**src/rtl/serial_pkg.sv**
```systemverilog
// serial_pkg: shared constants and types for the Game Boy serial port
// (SB at FF01, SC at FF02). Imported by serial_edge_det and serial_link.
package serial_pkg;
  // SC register bit positions
  localparam int SC_START = 7;
  localparam int SC_CLK   = 0;

  // Default transfer length and SC[6:1] read-back value
  localparam int         SER_BITS      = 8;
  localparam logic [5:0] SER_SC_UNUSED = 6'b111111;

  // Reset values for the visible state
  localparam logic [7:0] SB_RST   = 8'h00;
  localparam logic       SCK_RST  = 1'b1;  // serial clock idles high
  localparam logic       SOUT_RST = 1'b1;  // serial data idles high

  // Transfer state, decoded from SC
  typedef enum logic [1:0] {
    IDLE     = 2'd0,
    XFER_INT = 2'd1,
    XFER_EXT = 2'd2
  } state_e;
endpackage

```
**src/rtl/serial_edge_det.sv**
```systemverilog
// serial_edge_det: optional 2-flop synchronizer followed by a single
// edge-detect register.
//   clk, reset : system clock, synchronous active-high reset
//   d          : raw input level
//   lvl        : (synchronized) level presented to the edge detector
//   rise, fall : one-cycle pulses, combinational from lvl vs. its previous
//                value, so the consuming logic acts on the next clk edge
// Parameters: SYNC selects the 2-flop synchronizer; RST_VAL is the idle
// level, used as reset value so no false edge appears after reset.
module serial_edge_det
  import serial_pkg::*;
#(
  parameter bit SYNC    = 1'b0,
  parameter bit RST_VAL = 1'b0
) (
  input  logic clk,
  input  logic reset,
  input  logic d,
  output logic lvl,
  output logic rise,
  output logic fall
);
  logic prev;

  generate
    if (SYNC) begin : g_sync
      logic s1, s2;
      always_ff @(posedge clk) begin
        if (reset) begin
          s1 <= RST_VAL;
          s2 <= RST_VAL;
        end else begin
          s1 <= d;
          s2 <= s1;
        end
      end
      assign lvl = s2;
    end else begin : g_nosync
      assign lvl = d;
    end
  endgenerate

  always_ff @(posedge clk) begin
    if (reset) prev <= RST_VAL;
    else       prev <= lvl;
  end

  assign rise = lvl & ~prev;
  assign fall = ~lvl & prev;
endmodule

```
**src/rtl/serial_link.sv**
```systemverilog
// serial_link: Game Boy serial port, 8-bit shift transfer with internal
// (8192 Hz, derived from the 16384 Hz LFO) or external serial clock.
// Ports:
//   clk, reset            : system clock, synchronous active-high reset
//   d_in / d_out / d_oe   : internal data bus write value, read data, read enable
//   sb_read, n_sb_write   : SB read strobe, SB write strobe (active-low)
//   sc_read, sc_write     : SC read / write strobes
//   lfo_16384Hz           : divider tap (level), rising edges pace XFER_INT
//   sck_in/sck_out/sck_oe : serial clock pin in, internal clock out, drive enable
//   sin, sout             : serial data in / out
//   int_serial            : one-cycle transfer-complete pulse
// Build option: define SERIAL_SCK_SYNC_EN to pass sck_in and sin through a
// 2-flop synchronizer (edges acted on 3 clk after the pin change). Without it
// the pins are assumed synchronous to clk (1 clk latency).
module serial_link
  import serial_pkg::*;
#(
  parameter int         BITS      = SER_BITS,
  parameter logic [5:0] SC_UNUSED = SER_SC_UNUSED
) (
  input  logic       clk,
  input  logic       reset,
  input  logic [7:0] d_in,
  output logic [7:0] d_out,
  output logic       d_oe,
  input  logic       sb_read,
  input  logic       n_sb_write,
  input  logic       sc_read,
  input  logic       sc_write,
  input  logic       lfo_16384Hz,
  input  logic       sck_in,
  output logic       sck_out,
  output logic       sck_oe,
  input  logic       sin,
  output logic       sout,
  output logic       int_serial
);
  localparam int CW = (BITS > 1) ? $clog2(BITS) : 1;
  localparam logic [CW-1:0] LAST_BIT = CW'(BITS - 1);

`ifdef SERIAL_SCK_SYNC_EN
  localparam bit PIN_SYNC = 1'b1;
`else
  localparam bit PIN_SYNC = 1'b0;
`endif

  // The LFO is on-chip and already synchronous: never synchronized.
  logic lfo_rise, lfo_fall_unused, lfo_lvl_unused;
  logic sck_rise, sck_fall, sck_lvl_unused;
  logic sin_s, sin_rise_unused, sin_fall_unused;

  serial_edge_det #(.SYNC(1'b0), .RST_VAL(1'b0)) u_lfo_edge (
    .clk(clk), .reset(reset), .d(lfo_16384Hz),
    .lvl(lfo_lvl_unused), .rise(lfo_rise), .fall(lfo_fall_unused)
  );

  serial_edge_det #(.SYNC(PIN_SYNC), .RST_VAL(1'b1)) u_sck_edge (
    .clk(clk), .reset(reset), .d(sck_in),
    .lvl(sck_lvl_unused), .rise(sck_rise), .fall(sck_fall)
  );

  // sin shares the same synchronizer depth so data stays aligned with sck_in.
  serial_edge_det #(.SYNC(PIN_SYNC), .RST_VAL(1'b1)) u_sin_sync (
    .clk(clk), .reset(reset), .d(sin),
    .lvl(sin_s), .rise(sin_rise_unused), .fall(sin_fall_unused)
  );

  // Architectural state
  logic [7:0]    sb,         sb_n;
  logic          sc_start,   sc_start_n;
  logic          sc_clk_int, sc_clk_int_n;
  logic [CW-1:0] bit_cnt,    bit_cnt_n;
  logic          half,       half_n;
  logic          sout_q,     sout_n;
  logic          sck_q,      sck_n;
  logic          int_q,      int_n;
  state_e        state;

  assign state = !sc_start  ? IDLE :
                 sc_clk_int ? XFER_INT : XFER_EXT;

  always_ff @(posedge clk) begin
    if (reset) begin
      sb         <= SB_RST;
      sc_start   <= 1'b0;
      sc_clk_int <= 1'b0;
      bit_cnt    <= '0;
      half       <= 1'b0;
      sout_q     <= SOUT_RST;
      sck_q      <= SCK_RST;
      int_q      <= 1'b0;
    end else begin
      sb         <= sb_n;
      sc_start   <= sc_start_n;
      sc_clk_int <= sc_clk_int_n;
      bit_cnt    <= bit_cnt_n;
      half       <= half_n;
      sout_q     <= sout_n;
      sck_q      <= sck_n;
      int_q      <= int_n;
    end
  end

  always_comb begin
    sb_n         = sb;
    sc_start_n   = sc_start;
    sc_clk_int_n = sc_clk_int;
    bit_cnt_n    = bit_cnt;
    half_n       = half;
    sout_n       = sout_q;
    sck_n        = sck_q;
    int_n        = 1'b0;

    unique case (state)
      XFER_INT: begin
        if (lfo_rise) begin
          half_n = ~half;
          if (!half) begin
            sck_n  = 1'b0;
            sout_n = sb[7];
          end else begin
            sck_n     = 1'b1;
            sb_n      = {sb[6:0], sin_s};
            bit_cnt_n = bit_cnt + CW'(1);
            if (bit_cnt == LAST_BIT) begin
              bit_cnt_n  = '0;
              sc_start_n = 1'b0;
              int_n      = 1'b1;
            end
          end
        end
      end
      XFER_EXT: begin
        if (sck_fall) sout_n = sb[7];
        if (sck_rise) begin
          sb_n      = {sb[6:0], sin_s};
          bit_cnt_n = bit_cnt + CW'(1);
          if (bit_cnt == LAST_BIT) begin
            bit_cnt_n  = '0;
            sc_start_n = 1'b0;
            int_n      = 1'b1;
          end
        end
      end
      default: ;  // IDLE: pin and LFO edges ignored
    endcase

    // CPU writes take priority over a shift in the same cycle.
    if (!n_sb_write) sb_n = d_in;
    if (sc_write) begin
      sc_start_n   = d_in[SC_START];
      sc_clk_int_n = d_in[SC_CLK];
      bit_cnt_n    = '0;
      half_n       = 1'b0;
      sck_n        = 1'b1;
      int_n        = 1'b0;
    end
  end

  always_comb begin
    d_out = 8'h00;
    if (sb_read)      d_out = sb;
    else if (sc_read) d_out = {sc_start, SC_UNUSED, sc_clk_int};
  end

  assign d_oe       = sb_read | sc_read;
  assign sck_out    = sck_q;
  assign sck_oe     = sc_clk_int;
  assign sout       = sout_q;
  assign int_serial = int_q;
endmodule

```
**config.mk**
```make
export PLATFORM = sky130hd
export DESIGN_NAME = serial_link
export DESIGN_NICKNAME = d
export VERILOG_FILES = /design/src/rtl/serial_pkg.sv /design/src/rtl/serial_edge_det.sv /design/src/rtl/serial_link.sv
export SDC_FILE = /design/constraint.sdc
export NUM_CORES = 1
export LEC_CHECK = 0
export CAP_MARGIN = 20
export CORE_ASPECT_RATIO = 1.2
export CORE_MARGIN = 4
export CORE_UTILIZATION = 48
export DETAILED_ROUTE_END_ITERATION = 16
export PLACE_DENSITY = 0.79
export SYNTH_ARGS = -nofsm -noshare
export SYNTH_HDL_FRONTEND = slang
export SYNTH_SLANG_ARGS = --single-unit
```
**constraint.sdc**
```tcl
create_clock -name clk -period 1.5 [get_ports clk]
set_clock_uncertainty 0.05 [all_clocks]
set_input_delay 0.225 -clock clk [delete_from_list [all_inputs] [get_ports clk]]
set_output_delay 0.225 -clock clk [all_outputs]
set_load 0.05 [all_outputs]
```
Yosys cells after proc, flatten, opt, wreduce, memory -nomap -nowiden
Cells that the tools add are included.
- bits in registers: 19
- latch bits: 0
- RAM bits: 0
- ROM bits: 0
- input bits: 17
- output and inout port bits: 13
- word-level logic and storage cells: 72
- memories kept: 0
- add/sub/neg operators: 1
- $mul: 0
- div/mod/pow operators: 0
- $lt $le $gt $ge: 0
- equal/unequal tests: 15
- shift operators: 0
- mux-type cells: 30
- bitwise operators: 8
- reductions and logical operators: 8
- operators by type and width (operator ; count):
    $mux W8 ; 6
    $ne A3 B3 Y1 const B ; 6
    $pmux W8 S2 ; 1
    $reduce_and A4 Y1 ; 4
    $mux W1 ; 13
    $mux W3 ; 4
    $ne A2 B2 Y1 const B ; 5
    $pmux W1 S2 ; 3
    $pmux W3 S2 ; 1
    $mux W2 ; 2
    $not A1 Y1 ; 4
    $add A3 B1 Y3 const B ; 1
    $and A1 B1 Y1 ; 3
    $eq A3 B3 Y1 const B ; 1
    $ne A3 B1 Y1 const B ; 1
    $reduce_bool A3 Y1 ; 1
    $eq A2 B1 Y1 const B ; 1
    $eq A2 B2 Y1 const B ; 1
    $reduce_and A2 Y1 ; 1
    $reduce_bool A2 Y1 ; 1
    $reduce_or A2 Y1 ; 1
    $or A1 B1 Y1 ; 1

Logic depth before layout (Yosys ltp)
- depth in word-level cells: 6
- depth in mapped cells: 5
- gate-level depth less buffers: 5

Hierarchy
From an unflattened synthesis, not the netlist that was laid out.
- cell total of the unflattened synthesis: 132
- area, all modules: 1074.8 um^2
- by module, submodules not included (module ; times used ; cells an instance ; area an instance (um^2) ; sequential area each (um^2)):
    serial_link ; 1 ; 117 ; 933.4 ; 340.3
    serial_edge_det (u_sck_edge ...) ; 2 ; 5 ; 47.5 ; 20.0
    serial_edge_det (u_lfo_edge) ; 1 ; 5 ; 46.3 ; 20.0

Worst setup path before layout
OpenSTA, ideal clock, no wires.
- path kind: reg2out
- start point: register sc_clk_int, in the netlist sck_oe
- end point: output port d_out[0]
- data arrival time: 1.955 ns
- required time: 1.225 ns
- setup slack: -0.730 ns
- stages on the path, launching flop included: 4
- buffers on the path: 1
- cells stage by stage: dfxtp_1 -> buf_6 -> nand2_1 -> o21ai_0
- word-level cells in the longest chain between the ends: 2
- ends and longest elaborated chain (item ; line ; source):
    start: declaration ; serial_link.sv:71 ; logic sc_clk_int, sc_clk_int_n;
    start signal: assignment ; serial_link.sv:95 ; sc_clk_int <= sc_clk_int_n;
    $mux W8 ; serial_link.sv:163 ; else if (sc_read) d_out = {sc_start, SC_UNUSED, sc_clk_int};
    $mux W8 ; serial_link.sv:162 ; if (sb_read) d_out = sb;
    end: declaration ; serial_link.sv:24 ; output logic [7:0] d_out,
Every way passes these cells.

Final worst setup path
Ends and elaborated chain as after synthesis.

==> impl_metrics.env <==
export IMPL_setup_viol=0
export IMPL_clockBufferDepth=2
export IMPL_start_kind="flop"
export IMPL_p_int_w=0.000829
export IMPL_grt_pass1_wl_um=4770
export IMPL_dp_slack_ns=-0.239
export IMPL_overflow=0
export IMPL_wl_um=2940
export IMPL_worst_ep_arrival_time_ns=1.16
export IMPL_initial_core_util_pct=50.2
export IMPL_die_x_um=52.6
export IMPL_synth_area_per_cell_um2=7.96
export IMPL_clkLatencyLatePin_ns=0.31
export IMPL_ys_ff_latch=19
export IMPL_dpl_cell_area_um2=1700
export IMPL_die_area_um2=3240
export IMPL_track_usage_pct=19.8
export IMPL_synth_area_um2=1150
export IMPL_path_clk_slew_ns=0.11
export IMPL_coreArea_um2=2280
export IMPL_hold_viol=0
export IMPL_p_comb_share_pct=32.0
export IMPL_pin_count=30
export IMPL_grt_antenna_before_repair=0
export IMPL_cp_required_ns=1.22
export IMPL_cts_root_buf="clkbuf_4"
export IMPL_yosysSeqAreaShare_pct=33.2
export IMPL_design_area_um2=1750
export IMPL_timing_final_crit_share_pct=95.5
export IMPL_synth_common_cells="25 x nand2_1, 22 x nor2_1, 19 x dfxtp_1"
export IMPL_p_clk_share_pct=22.4
export IMPL_drc=0
export IMPL_yosys_area_top_type_share_pct=33.2
export IMPL_worstPathMaxFanout=10
export IMPL_port_buffer_count=29
export IMPL_synth_edff_count=0
export IMPL_gp_congestion=0.797
export IMPL_vias=1185
export IMPL_synth_cell_types=29
export IMPL_post_cts_buffers=0
export IMPL_rsz0062_at_grt="no"
export IMPL_final_setup_worst_slack_ns=0.0682
export IMPL_cts_hold_buf=0
export IMPL_drv_slew=0
export IMPL_netlist_top_cells_area="dfxtp_1 33%, nand2_1 8.2%, nor2_1 7.2%"
export IMPL_cts_buffers=3
export IMPL_dr_pass1_iters=4
export IMPL_drv_cap=0
export IMPL_drt_iter0_drc=30
export IMPL_final_antenna_net_count=0
export IMPL_final_net_count=202
export IMPL_grt_max_degree=33
export IMPL_synthesis_nets=163
export IMPL_max_freq_mhz=698
export IMPL_syn_to_final_growth_pct=52.8
export IMPL_post_route_min_period_ns=1.43
export IMPL_cts_tree="yes"
export IMPL_max_vdd_ir_drop_v=0.000591
export IMPL_p_leak_nw=0.745
export IMPL_p_switching_w=0.000386
export IMPL_seqPwrFrac_pct=45.6
export IMPL_dp_hpwl_um=2280
export IMPL_postSynthCellCount=144
export IMPL_path_class="reg -> out"
export IMPL_async_flop_share_pct=0
export IMPL_crit_path_end_kind="output port"
export IMPL_synth_largest_area_cell="dfxtp_1"
export IMPL_synth_most_common_cell="nand2_1"
export IMPL_status="finished clean"
export IMPL_worst_pin_slew_ns=0.316
export IMPL_hold_class="reg -> reg"
export IMPL_synth_warnings=0
export IMPL_grt_pass1_vias=1150
export IMPL_relSlewSlack_pct=78.6
export IMPL_rows=19
export IMPL_fin_tns_setup_ns=0
export IMPL_netSwitchingFraction_pct=31.8
export IMPL_viasPerCell=5.56
export IMPL_htree_levels=1
export IMPL_ys_flop_type="dfxtp_1"
export IMPL_layout_drive_gt1_share_pct=24.2
export IMPL_cts_sinks=19
export IMPL_p_per_area_nw_per_um2=694
export IMPL_wl_per_cell_um=13.8
export IMPL_total_power_w=0.00122
export IMPL_fillers=186
export IMPL_antenna_cells=0
export IMPL_die_h_um=61.5
cell type report:
class	instances	area [um2]	share of cell area (%)
Multi-Input combinational cell	114	727	41.5
Tap cell	31	38.8	2.21
Clock inverter	1	5.00	0.286
Sequential cell	19	384	21.9
Clock buffer	3	22.5	1.29
Timing Repair Buffer	45	574	32.8
stage by stage:
step	std cells	hold WS, ns	util [%]
2_1_floorplan	144	0.254	-
3_3_place_gp	209	0.397	74.6
3_5_place_dp	209	0.416	74.6
4_1_cts	213	0.433	75.9
5_1_grt	213	0.456	76.8
6_report	213	0.424	76.8
cells in the final DEF (no fill, tap or decap), types with 2 or more instances in the layout:
cell              n
a21oi_1           7
ha_1              2
nor2b_1           2
nor4b_1           7
buf_4            13
dlymetal6s2s_1    2
o21ai_2           2
or2_2             2
dfxtp_1          18
nor2_1           22
a211o_1           8
nand3b_1          7
buf_12           15
nand2_1          25
clkdlybuf4s50_1  14
nor3_1            9
clkbuf_4          3
mux2i_1           6
worst max-delay path: stages (launching register included):
cell     delay, ns
dfxtp_4       0.44
nand2_1       0.08
o21ai_2       0.17
buf_12        0.16
cells by family after synthesis:
kind of cell | after synthesis | share of synthesized area (%)
compound gates | 22 | 14.1
xor+xnor | 1 | 0.764
fa+ha+maj | 2 | 2.18
buf+inv | 11 | 5.24
flops | 19 | 33.2
mux | 6 | 5.24
simple gates | 83 | 39.3
path summary, 6_finish.rpt:
check	slack [ns]	from	depth (start not counted)	endpoint
max reg2reg	0.10	sck_oe	3	bit_cnt[0]
min reg2reg	0.42	bit_cnt[1]	2	bit_cnt[1]
min	0.42	bit_cnt[1]	2	bit_cnt[1]
max	0.07	sck_oe	3	d_out[0]
registers in the layout, indices dropped and copies added, names as in the netlist:
name	cells
sc_start	1
half	1
sout	1
sb	8
int_serial	1
sck_out	1
sck_oe	1
u_sck_edge.prev	1
bit_cnt	3
u_lfo_edge.prev	1
timing repair:
item                                    CTS  global route
endpoints found under the setup margin    6            10
endpoints found under the hold margin     0             0
cloned                                    0             0
resized for setup                         1             5
layer usage:
layer | routed length [um] | track usage (%)
met1 | 1250 | 22.6
met2 | 1480 | 35.1
met3 | 128 | 2.91
met4 | 76 | 10.9
met5 | 0 | 0
power by group through the flow:
stage,combinational (W),clock [W],sequential [W]
after floorplan,0.000196,0,0.000563
after CTS,0.000388,0.000282,0.000553
after global routing,0.000414,0.000296,0.000557
after global placement,0.000379,0,0.000562
final,0.000389,0.000272,0.000554
after detailed placement,0.000386,0,0.000564
Note: power is estimated with default switching activity, not from simulation.
